[src/rtl/uart_echo_pkg.sv]
// Shared types and constants for the UART echo initiator.
// Optional LFSR pattern helper is built only with UART_ECHO_LFSR_EN.
package uart_echo_pkg;

    typedef enum logic [1:0] {
        ST_IDLE,
        ST_SEND,
        ST_DRAIN,
        ST_DONE
    } state_e;

    localparam int         GUARD_CYCLES = 2;
    localparam logic [7:0] LFSR_TAPS    = 8'hB8;
    localparam logic [7:0] ERR_MAX      = 8'd255;

`ifdef UART_ECHO_LFSR_EN
    // Fibonacci step: feedback of the tapped bits enters at bit 0.
    function automatic logic [7:0] lfsr_next(input logic [7:0] v);
        return {v[6:0], ^(v & LFSR_TAPS)};
    endfunction
`endif

endpackage

[src/rtl/uart_echo_initiator_if.sv]
// Bundle between the echo initiator and its Tx/Rx/baud environment.
// master: initiator side (drives tx_start/tx_data/status); slave: environment.
interface uart_echo_initiator_if #(
    parameter int DATA_W = 8,
    parameter int LEN_W  = 8
);
    logic              start;
    logic [LEN_W-1:0]  msg_len;
    logic [DATA_W-1:0] seed;
    logic              baud_tick;
    logic              tx_busy;
    logic              tx_start;
    logic [DATA_W-1:0] tx_data;
    logic              rx_ready;
    logic [DATA_W-1:0] rx_data;
    logic              busy;
    logic              done;
    logic              pass;
    logic              timeout;
    logic [7:0]        err_count;

    modport master (
        input  start, msg_len, seed, baud_tick, tx_busy, rx_ready, rx_data,
        output tx_start, tx_data, busy, done, pass, timeout, err_count
    );

    modport slave (
        output start, msg_len, seed, baud_tick, tx_busy, rx_ready, rx_data,
        input  tx_start, tx_data, busy, done, pass, timeout, err_count
    );
endinterface

[src/rtl/uart_echo_initiator_echo_fifo.sv]
// echo_fifo: synchronous DEPTH x DATA_W buffer of outstanding bytes.
// Ports: clk, rst, flush, push/push_data, pop/pop_data (head), full, empty.
module echo_fifo #(
    parameter int DATA_W = 8,
    parameter int DEPTH  = 8
) (
    input  logic              clk,
    input  logic              rst,
    input  logic              flush,
    input  logic              push,
    input  logic [DATA_W-1:0] push_data,
    input  logic              pop,
    output logic [DATA_W-1:0] pop_data,
    output logic              full,
    output logic              empty
);
    localparam int          AW       = $clog2(DEPTH);
    localparam logic [AW:0] FULL_CNT = (AW + 1)'(DEPTH);

    logic [DATA_W-1:0] mem_q [DEPTH];
    logic [AW-1:0]     wr_q, wr_d;
    logic [AW-1:0]     rd_q, rd_d;
    logic [AW:0]       cnt_q, cnt_d;
    logic              do_push, do_pop;

    assign full     = (cnt_q == FULL_CNT);
    assign empty    = (cnt_q == '0);
    assign do_pop   = pop && !empty;
    // A full buffer still accepts a push when the head leaves that cycle.
    assign do_push  = push && (!full || do_pop);
    assign pop_data = mem_q[rd_q];

    always_comb begin
        wr_d  = wr_q;
        rd_d  = rd_q;
        cnt_d = cnt_q;
        if (flush) begin
            wr_d  = '0;
            rd_d  = '0;
            cnt_d = '0;
        end else begin
            if (do_push) wr_d = wr_q + AW'(1);
            if (do_pop)  rd_d = rd_q + AW'(1);
            unique case ({do_push, do_pop})
                2'b10:   cnt_d = cnt_q + (AW + 1)'(1);
                2'b01:   cnt_d = cnt_q - (AW + 1)'(1);
                default: cnt_d = cnt_q;
            endcase
        end
    end

    always_ff @(posedge clk) begin
        if (rst) begin
            wr_q  <= '0;
            rd_q  <= '0;
            cnt_q <= '0;
        end else begin
            wr_q  <= wr_d;
            rd_q  <= rd_d;
            cnt_q <= cnt_d;
        end
    end

    always_ff @(posedge clk) begin
        if (do_push && !flush) mem_q[wr_q] <= push_data;
    end
endmodule

[src/rtl/uart_echo_initiator.sv]
// Echo initiator: sends a byte pattern to Tx, checks Rx echoes, flags timeout.
// Ports: clk, rst, bus (master: start/msg_len/seed in, tx/rx/status). LFSR: UART_ECHO_LFSR_EN.
module uart_echo_initiator
    import uart_echo_pkg::*;
#(
    parameter int DATA_W        = 8,
    parameter int DEPTH         = 8,
    parameter int LEN_W         = 8,
    parameter int TIMEOUT_TICKS = 2048
) (
    input  logic                  clk,
    input  logic                  rst,
    uart_echo_initiator_if.master bus
);
    localparam int TW = $clog2(TIMEOUT_TICKS + 1);

    state_e            state_q, state_d;
    logic [LEN_W-1:0]  len_q, len_d;
    logic [LEN_W-1:0]  sent_q, sent_d;
    logic [DATA_W-1:0] pat_q, pat_d;
    logic [1:0]        guard_q, guard_d;
    logic [TW-1:0]     tmo_q, tmo_d;
    logic [7:0]        err_q, err_d;
    logic              timeout_q, timeout_d;
    logic              pass_q, pass_d;
    logic              done_q, done_d;
    logic              busy_q;
    logic              tx_start_q, tx_start_d;
    logic [DATA_W-1:0] tx_data_q, tx_data_d;

    logic              fifo_push, fifo_pop, fifo_flush;
    logic              fifo_full, fifo_empty;
    logic [DATA_W-1:0] fifo_head;

    logic active, rx_hit, err_inc, launch, tmo_fire;
    logic [DATA_W-1:0] pat_next, pat_init;

    echo_fifo #(
        .DATA_W (DATA_W),
        .DEPTH  (DEPTH)
    ) u_fifo (
        .clk       (clk),
        .rst       (rst),
        .flush     (fifo_flush),
        .push      (fifo_push),
        .push_data (pat_q),
        .pop       (fifo_pop),
        .pop_data  (fifo_head),
        .full      (fifo_full),
        .empty     (fifo_empty)
    );

`ifdef UART_ECHO_LFSR_EN
    // An all-zero LFSR would lock up, so a zero seed starts at 1.
    assign pat_init = (bus.seed == '0) ? DATA_W'(1) : bus.seed;
    assign pat_next = DATA_W'(lfsr_next(8'(pat_q)));
`else
    assign pat_init = bus.seed;
    assign pat_next = pat_q + DATA_W'(1);
`endif

    assign active   = (state_q == ST_SEND) || (state_q == ST_DRAIN);
    assign rx_hit   = active && bus.rx_ready;
    assign fifo_pop = rx_hit && !fifo_empty;
    // Mismatch against the head, or a byte arriving with nothing outstanding.
    assign err_inc  = rx_hit && (fifo_empty || (fifo_head != bus.rx_data));
    assign launch   = (state_q == ST_SEND) && !bus.tx_busy && !fifo_full &&
                      (sent_q < len_q) && (guard_q == '0);
    assign tmo_fire = active && !fifo_empty && !rx_hit && bus.baud_tick &&
                      (tmo_q == TW'(TIMEOUT_TICKS - 1));

    always_comb begin
        state_d    = state_q;
        len_d      = len_q;
        sent_d     = sent_q;
        pat_d      = pat_q;
        guard_d    = guard_q;
        tmo_d      = tmo_q;
        err_d      = err_q;
        timeout_d  = timeout_q;
        pass_d     = pass_q;
        done_d     = done_q;
        tx_start_d = 1'b0;
        tx_data_d  = tx_data_q;
        fifo_push  = 1'b0;
        fifo_flush = 1'b0;

        if (err_inc && (err_q != ERR_MAX)) err_d = err_q + 8'd1;
        if (!active || fifo_empty || rx_hit) tmo_d = '0;
        else if (bus.baud_tick)              tmo_d = tmo_q + TW'(1);
        if (guard_q != '0) guard_d = guard_q - 2'd1;

        unique case (state_q)
            ST_IDLE, ST_DONE: begin
                if (bus.start) begin
                    fifo_flush = 1'b1;
                    len_d      = bus.msg_len;
                    sent_d     = '0;
                    pat_d      = pat_init;
                    guard_d    = '0;
                    err_d      = '0;
                    timeout_d  = 1'b0;
                    if (bus.msg_len == '0) begin
                        state_d = ST_DONE;
                        done_d  = 1'b1;
                        pass_d  = 1'b1;
                    end else begin
                        state_d = ST_SEND;
                        done_d  = 1'b0;
                        pass_d  = 1'b0;
                    end
                end
            end
            ST_SEND: begin
                if (tmo_fire) begin
                    fifo_flush = 1'b1;
                    timeout_d  = 1'b1;
                    pass_d     = 1'b0;
                    done_d     = 1'b1;
                    state_d    = ST_DONE;
                end else begin
                    if (launch) begin
                        fifo_push  = 1'b1;
                        tx_start_d = 1'b1;
                        tx_data_d  = pat_q;
                        pat_d      = pat_next;
                        sent_d     = sent_q + LEN_W'(1);
                        guard_d    = 2'(GUARD_CYCLES);
                    end
                    if (sent_q == len_q) state_d = ST_DRAIN;
                end
            end
            ST_DRAIN: begin
                if (tmo_fire) begin
                    fifo_flush = 1'b1;
                    timeout_d  = 1'b1;
                    pass_d     = 1'b0;
                    done_d     = 1'b1;
                    state_d    = ST_DONE;
                end else if (fifo_empty) begin
                    pass_d  = (err_d == '0);
                    done_d  = 1'b1;
                    state_d = ST_DONE;
                end
            end
            default: state_d = ST_IDLE;
        endcase
    end

    always_ff @(posedge clk) begin
        if (rst) begin
            state_q    <= ST_IDLE;
            len_q      <= '0;
            sent_q     <= '0;
            pat_q      <= '0;
            guard_q    <= '0;
            tmo_q      <= '0;
            err_q      <= '0;
            timeout_q  <= 1'b0;
            pass_q     <= 1'b0;
            done_q     <= 1'b0;
            busy_q     <= 1'b0;
            tx_start_q <= 1'b0;
            tx_data_q  <= '0;
        end else begin
            state_q    <= state_d;
            len_q      <= len_d;
            sent_q     <= sent_d;
            pat_q      <= pat_d;
            guard_q    <= guard_d;
            tmo_q      <= tmo_d;
            err_q      <= err_d;
            timeout_q  <= timeout_d;
            pass_q     <= pass_d;
            done_q     <= done_d;
            busy_q     <= (state_d == ST_SEND) || (state_d == ST_DRAIN);
            tx_start_q <= tx_start_d;
            tx_data_q  <= tx_data_d;
        end
    end

    assign bus.tx_start  = tx_start_q;
    assign bus.tx_data   = tx_data_q;
    assign bus.busy      = busy_q;
    assign bus.done      = done_q;
    assign bus.pass      = pass_q;
    assign bus.timeout   = timeout_q;
    assign bus.err_count = err_q;
endmodule

[src/flat_wrapper.sv]
// flat-port wrapper written by rule: the top's interface ports become plain ports
module uart_echo_initiator_flat import uart_echo_pkg::*;
#(
    parameter int DATA_W        = 8,
    parameter int DEPTH         = 8,
    parameter int LEN_W         = 8,
    parameter int TIMEOUT_TICKS = 2048
)
  (clk, rst, bus_start, bus_msg_len, bus_seed, bus_baud_tick, bus_tx_busy, bus_rx_ready, bus_rx_data, bus_tx_start, bus_tx_data, bus_busy, bus_done, bus_pass, bus_timeout, bus_err_count);
  uart_echo_initiator_if #(.DATA_W(DATA_W), .LEN_W(LEN_W)) bus_i ();
  input  logic clk;
  input  logic rst;
  input wire logic [$bits(bus_i.start)-1:0] bus_start;
  input wire logic [$bits(bus_i.msg_len)-1:0] bus_msg_len;
  input wire logic [$bits(bus_i.seed)-1:0] bus_seed;
  input wire logic [$bits(bus_i.baud_tick)-1:0] bus_baud_tick;
  input wire logic [$bits(bus_i.tx_busy)-1:0] bus_tx_busy;
  input wire logic [$bits(bus_i.rx_ready)-1:0] bus_rx_ready;
  input wire logic [$bits(bus_i.rx_data)-1:0] bus_rx_data;
  output wire logic [$bits(bus_i.tx_start)-1:0] bus_tx_start;
  output wire logic [$bits(bus_i.tx_data)-1:0] bus_tx_data;
  output wire logic [$bits(bus_i.busy)-1:0] bus_busy;
  output wire logic [$bits(bus_i.done)-1:0] bus_done;
  output wire logic [$bits(bus_i.pass)-1:0] bus_pass;
  output wire logic [$bits(bus_i.timeout)-1:0] bus_timeout;
  output wire logic [$bits(bus_i.err_count)-1:0] bus_err_count;
  assign bus_i.start = bus_start;
  assign bus_i.msg_len = bus_msg_len;
  assign bus_i.seed = bus_seed;
  assign bus_i.baud_tick = bus_baud_tick;
  assign bus_i.tx_busy = bus_tx_busy;
  assign bus_i.rx_ready = bus_rx_ready;
  assign bus_i.rx_data = bus_rx_data;
  assign bus_tx_start = bus_i.tx_start;
  assign bus_tx_data = bus_i.tx_data;
  assign bus_busy = bus_i.busy;
  assign bus_done = bus_i.done;
  assign bus_pass = bus_i.pass;
  assign bus_timeout = bus_i.timeout;
  assign bus_err_count = bus_i.err_count;
  uart_echo_initiator #(.DATA_W(DATA_W), .DEPTH(DEPTH), .LEN_W(LEN_W), .TIMEOUT_TICKS(TIMEOUT_TICKS)) u_core (.clk(clk), .rst(rst), .bus(bus_i));
endmodule
[config.mk]
export PLATFORM = sky130hd
export DESIGN_NAME = uart_echo_initiator_flat
export DESIGN_NICKNAME = d
export VERILOG_FILES = /design/src/rtl/uart_echo_pkg.sv /design/src/rtl/uart_echo_initiator_if.sv /design/src/rtl/uart_echo_initiator_echo_fifo.sv /design/src/rtl/uart_echo_initiator.sv /design/src/flat_wrapper.sv
export SDC_FILE = /design/constraint.sdc
export NUM_CORES = 1
export LEC_CHECK = 0
export CAP_MARGIN = 20
export CORE_ASPECT_RATIO = 0.9
export CORE_MARGIN = 8
export CORE_UTILIZATION = 25
export CTS_BUF_LIST = sky130_fd_sc_hd__clkbuf_8
export DETAILED_ROUTE_END_ITERATION = 10
export GPL_TIMING_DRIVEN = 0
export PLACE_DENSITY = 0.48
export SLEW_MARGIN = 10
export SYNTH_ARGS = -nofsm -noshare
export SYNTH_HDL_FRONTEND = slang
export SYNTH_SLANG_ARGS = --single-unit
[constraint.sdc]
create_clock -name clk -period 4.4 [get_ports clk]
set_input_delay 1.32 -clock clk [delete_from_list [all_inputs] [get_ports clk]]
set_output_delay 1.32 -clock clk [all_outputs]
set_load 0.01 [all_outputs]
# --- Yosys cells after proc, flatten, opt, wreduce, memory -nomap -nowiden ---
# Memory sizes are Yosys's and may differ from the RTL's. A register that Yosys moved wholly into a read port is not among the register bits.
# Index checks and enable logic that the tools add are counted.
op_classes:
  n_addsub: 9
  n_lt_le_gt_ge: 1
  n_eq_ne: 18
  mux: 46
  n_bitwise: 1
  reduce_logical: 44
op_table:
  columns: ["op", "n"]
  rows:
  - ["2-to-1 mux 8 bit", 9]
  - ["case mux 8 bit (2 select lines)", 2]
  - ["adder 8 x 1 -> 8 bit, second input constant", 3]
  - ["2-to-1 mux 2 bit", 10]
  - ["logical NOT 8 bit", 2]
  - ["2-to-1 mux 1 bit", 16]
  - ["logical AND 1 bit", 15]
  - ["adder 12 x 1 -> 12 bit, second input constant", 1]
  - ["== test 12 x 11 -> 1 bit, second input constant", 1]
  - ["== test 2 bit, second input constant", 4]
  - ["== test 8 bit", 1]
  - ["< comparator 8 bit", 1]
  - ["inequality test 8 bit", 1]
  - ["inequality test 8 bit, second input constant", 1]
  - ["case mux 4 bit (2 select lines)", 1]
  - ["OR reduction 2 bit", 4]
  - ["adder 3 x 1 -> 3 bit, second input constant", 2]
  - ["== test 2 x 1 -> 1 bit, second input constant", 3]
  - ["logical NOT 1 bit", 6]
  - ["logical OR 1 bit", 6]
  - ["2-to-1 mux 3 bit", 2]
  - ["inequality test 2 x 1 -> 1 bit, second input constant", 3]
  - ["case mux 1 bit (3 select lines)", 2]
  - ["case mux 2 bit (3 select lines)", 1]
  - ["other kinds (15)", 22]
word_totals:
  reg_bits: 71
  ramBits: 64
  inputBits: 30
  output_inout_bits: 21
  word_cells: 136
  mem_count: 1
memory_table:
  columns: ["name", "depth", "word_bits", "read_ports", "rd_ports_with_merged_regs", "write_ports", "line", "source"]
  rows:
  - ["u_core.u_fifo.mem_q", 8, 8, 1, 1, 1, "uart_echo_initiator_echo_fifo.sv:20", "logic [DATA_W-1:0] mem_q [DEPTH];"]

# --- Logic depth before layout (Yosys ltp) ---
logic_depth:
  ltp_word: 13
  depth_mapped: 16
  depth_no_buf: 15

# --- By module ---
# From an unflattened synthesis, not the netlist that was laid out.
unflattened:
  hier_cells: 589
  area_unflattened_um2: 6556.3
by_module_without_submodules:
  columns: ["mod", "n_inst", "cells_each", "area_each_um2", "seq_area_each_um2"]
  rows:
  - ["uart_echo_initiator", 1, 409, 3323.2, 1221.2]
  - ["echo_fifo", 1, 180, 3233.1, 2182.1]

# --- Least setup slack after synthesis ---
# No wires, ideal clock.
synth_path:
  path_type: "input to register"
  startpoint: "input bus_baud_tick"
  endpoint: "register u_core.u_fifo.cnt_q[3]"
  t_arrival_ps: 4106
  required_ps: 4330
  setup_slack_ps: 225
  stages: 14
  path_cell_list: "buf_2 and3_1 nand3_1 nor4_4 nor4b_4 inv_1 clkbuf_1 ha_1 ha_1 a21o_1 a21oi_1 xnor2_1 or3_1 a21oi_1"
synth_via:
  elab_chain_cells: 7
synth_lines:
  columns: ["item", "line", "source"]
  rows:
  - ["from (decl)", "flat_wrapper.sv:16", "input wire logic [$bits(bus_i.baud_tick)-1:0] bus_baud_tick;"]
  - ["logical AND 1 bit (*) (2 in a row)", "uart_echo_initiator.sv:69", "assign tmo_fire = active && !fifo_empty && !rx_hit && bus.baud_tick &&"]
  - ["2-to-1 mux 1 bit", "uart_echo_initiator.sv:115", "if (tmo_fire) begin"]
  - ["2-to-1 mux 1 bit", "uart_echo_initiator.sv:93", "unique case (state_q)"]
  - ["logical AND 1 bit", "uart_echo_initiator_echo_fifo.sv:30", "assign do_push = push && (!full || do_pop);"]
  - ["== test 2 x 1 -> 1 bit / == test 2 bit (equally long branches)", "uart_echo_initiator_echo_fifo.sv:44", "unique case ({do_push, do_pop})"]
  - ["case mux 4 bit (2 select lines) / nonzero test 2 bit (equally long branches)", null, null]
  - ["to (signal assigned)", "uart_echo_initiator_echo_fifo.sv:60", "cnt_q <= cnt_d;"]
  - ["to (decl)", "uart_echo_initiator_echo_fifo.sv:23", "logic [AW:0] cnt_q, cnt_d;"]
# Mark *: on every way between the ends. The rest lies on a longest branch, timed or not.
# A chain may end at the register's enable or synchronous reset.

# --- Worst setup path in the final report ---
layout_path:
  startpoint: "input bus_rx_ready"
  endpoint: "register u_core.u_fifo.cnt_q[3]"
layout_via:
  elab_chain_cells: 10
layout_lines:
  columns: ["item", "line", "source"]
  rows:
  - ["from (decl)", "flat_wrapper.sv:18", "input wire logic [$bits(bus_i.rx_ready)-1:0] bus_rx_ready;"]
  - ["logical AND 1 bit (*)", "uart_echo_initiator.sv:63", "assign rx_hit = active && bus.rx_ready;"]
  - ["logical NOT 1 bit", "uart_echo_initiator.sv:69", null]
  - ["logical AND 1 bit (3 in a row)", "uart_echo_initiator.sv:69", null]
  - ["2-to-1 mux 1 bit", "uart_echo_initiator.sv:115", null]
  - ["2-to-1 mux 1 bit", "uart_echo_initiator.sv:93", null]
  - ["logical AND 1 bit", "uart_echo_initiator_echo_fifo.sv:30", null]
  - ["== test 2 x 1 -> 1 bit / == test 2 bit (equally long branches)", "uart_echo_initiator_echo_fifo.sv:44", null]
  - ["case mux 4 bit (2 select lines) / nonzero test 2 bit (equally long branches)", null, null]
# Marked as above.

==> qor.yml <==
pwr:
  leakagePower_nw: 2.58
  combPwrFrac_pct: 25.2
  internal-power_mw: 2.33
  total_power_mw: 3.58
  switching_share_pct: 35.0
  clockPowerShare_pct: 28.7
  p_per_area_nw_per_um2: 461
  p_sw_mw: 1.25
  worst_ir_drop_vdd_v: 0.000192
  seqPwrFrac_pct: 46.0
clocking:
  clkLatencyLatePin_ns: 0.44
  cts_buffers: 17
  cts_tree: "done"
  htree_levels: 4
  hold_buffers: 0
  cts-root-buf: "clkbuf_8"
  cts_buffer_depth: 2
  cts.sinks: 138
  path_clk_slew_ns: 0.08
global_routing:
  grt_first_pass_wirelength_um: 24900
  grt_pass1_vias: 4449
  grt_max_degree: 17
  grt_overflow: 0
  antenna_found_initial: 0
  grt_usage_pct: 10.4
synthesis:
  async_flop_share_pct: 0
  synth_top_area_cell: "edfxtp_1"
  ys_ff_latch: 138
  synth_area_per_cell_um2: 10.5
  synthDistinctLibCells: 56
  syn_nets: 658
  ys_warn_count: 0
  synth_edf_count: 64
  synth_flop_cell: "dfxtp_1"
  seq_area_frac_synth_pct: 53.1
  syn_inst: 608
  synthTopCellsByArea: "edfxtp_1, dfxtp_1, mux2i_1"
  yosys.area.top_type_share_pct: 30.0
  synth_area_um2: 6410
critical_path:
  worstPathMaxFanout: 8
  crit_type: "input port to flip-flop"
  endpoint_kind: "flip-flop"
  startpoint_type: "input port"
  required_ns: 4.78
  reg2regPathDepth: 13
  r2r_end: "u_core.u_fifo.cnt_q[3]"
  rrSetupSlack_ns: 1.02
  r2r_start: "u_core.state_q[0]"
  setup.worst_path.start: "bus_rx_ready"
  cp_data_arrival_time_ns: 4.35
route:
  first_pass_iters: 4
  ant_nets: 0
  routedWlPerCell_um: 15.2
  vias: 4577
  vias_per_cell: 4.42
  first_iter_violations: 237
  drc: 0
  wirelength_um: 15800
status:
  status: "complete, no violations"
timing:
  period_minus_slack_ns: 3.98
  fmaxAchievable_ghz: 0.251
  rsz0062_at_grt: "false"
  fin_skew_ns: 0.0130
  slew_viol_final: 0
  min_period_over_period_pct: 90.4
  tightest_slew_ns: 1.04
  slew_headroom_pct: 30.1
  hold_violations: 0
  setup_viol: 0
  whs_ns: 0.454
layout:
  drive_gt1_share_pct: 10.5
  final_common_cell: "dfxtp_1"
  nFillCells: 2666
  syn_to_final_growth_pct: 21.3
  seq_area_um2: 3400
  diodes: 0
  final_cell_mix: "dfxtp_1, edfxtp_1, nand2_1"
  multiInputGateArea_um2: 2820
  layout.nets: 730
place:
  portBuffers: 49
  hpwl_um: 11300
  gp_congestion: 0.741
floorplanning:
  initial_utilization_pct: 25.4
  fp.dieW_um: 185
  num_rows: 55
  die_y_um: 168
  io_pins: 51
  die_area_um2: 31000
  coreArea_um2: 25200
worst_hold_path:
  hold-path-endpoint: "u_core.len_q[3]"
  hold_path.class: "flip-flop to flip-flop"
  hold_path_depth: 2
  hp-start: "u_core.len_q[3]"
flow_run:
  max_cap_viol_count: 0
routing by layer:
layer | part of all wire [%] | routed length, µm | GRT usage [%]
met1 | 49 | 7680 | 13.8
met5 | 0 | 0 | 0
met2 | 47 | 7420 | 16.5
met4 | 0.75 | 118 | 2.96
met3 | 3.4 | 542 | 2.56
per-stage QoR:
stage	utilization, %	TNS [ns]	instance area (µm²)	instances	setup WS, ns
2_1_floorplan	-	0	6410	608	0.225
3_3_place_gp	29.1	-14.63	7320	999	-0.788
5_1_grt	30.9	0	7770	1035	0.263
4_1_cts	30.8	0	7760	1033	0.268
6_report	30.9	0	7770	1035	0.422
3_5_place_dp	29.2	-1.77	7360	1001	-0.758
power by group through the flow:
stage               clock network, mW  logic, mW  registers, mW
floorplan                           0      0.610           1.62
global placement                    0      0.898           1.68
detailed placement                  0      0.904           1.68
CTS                              1.07      0.913           1.65
global route                     1.13       1.01           1.67
finish                           1.03      0.904           1.65
worst max path at each step:
| stage | endpoint | slack, ns |
|---|---|---|
| after floorplan | u_core.u_fifo.cnt_q[3] | 0.22 |
| after global placement | u_core.u_fifo.cnt_q[3] | -0.79 |
| after detailed placement | u_core.u_fifo.cnt_q[3] | -0.76 |
| after CTS | u_core.u_fifo.cnt_q[3] | 0.27 |
| after global routing | u_core.u_fifo.cnt_q[3] | 0.26 |
| final | u_core.u_fifo.cnt_q[3] | 0.42 |
state kept, by name (all words and copies together), names as in the netlist, named ones only:
signal	cells
u_core.u_fifo.mem_q	64
u_core.tmo_q	12
u_core.bus.err_count	8
u_core.bus.tx_data	8
u_core.len_q	8
u_core.pat_q	8
u_core.sent_q	8
u_core.u_fifo.cnt_q	4
u_core.u_fifo.rd_q	3
u_core.u_fifo.wr_q	3
u_core.guard_q	2
u_core.state_q	2
u_core.bus.busy	1
u_core.bus.done	1
u_core.bus.pass	1
u_core.bus.timeout	1
u_core.bus.tx_start	1
Yosys cell counts (14+ instances only):
library cell	number
edfxtp_1	64
clkbuf_1	15
ha_1	19
mux2i_1	34
a21oi_1	50
xnor2_1	16
o21ai_0	18
nand3_1	14
nor2_1	56
inv_1	22
dfxtp_1	74
nand2_1	62
worst max-delay path, cell delays in order:
cell and delay, ns:
clkdlybuf4s50_1 0.44, or3_1 0.44, nor4_4 0.55, nor4b_4 0.14
clkinvlp_4 0.14, ha_1 0.20, ha_1 0.24, a21o_1 0.17
a21oi_1 0.17, xnor2_1 0.09, or3_1 0.31, a21oi_1 0.14
kinds of logic (layout without fill, tap and decap cells):
| family | after synthesis | count (layout) | synth area share, % |
|---|---|---|---|
| mux | 43 | 43 | 7.60 |
| xor+xnor | 27 | 27 | 3.69 |
| fa+ha+maj | 20 | 20 | 4.02 |
| flops | 138 | 138 | 53.1 |
| simple gates | 224 | 224 | 18.0 |
| buf+inv | 48 | 133 | 3.22 |
| compound gates | 108 | 108 | 10.3 |
area by class of cell:
cell class | instances | area share (%)
buffer | 25 | 1.55
clock buffer | 17 | 3.01
clock inverter | 15 | 1.98
inverter | 22 | 1.11
multi-input combinational | 422 | 36.3
sequential | 138 | 43.8
tap | 342 | 5.51
timing repair buffer | 54 | 6.79
what timing repair did:
item	CTS	global route
pin swaps	0	0
resized for setup	1	0
endpoints found under the setup margin	2	1
buffers inserted	1	2
Note: power is estimated with default switching activity, not from simulation.
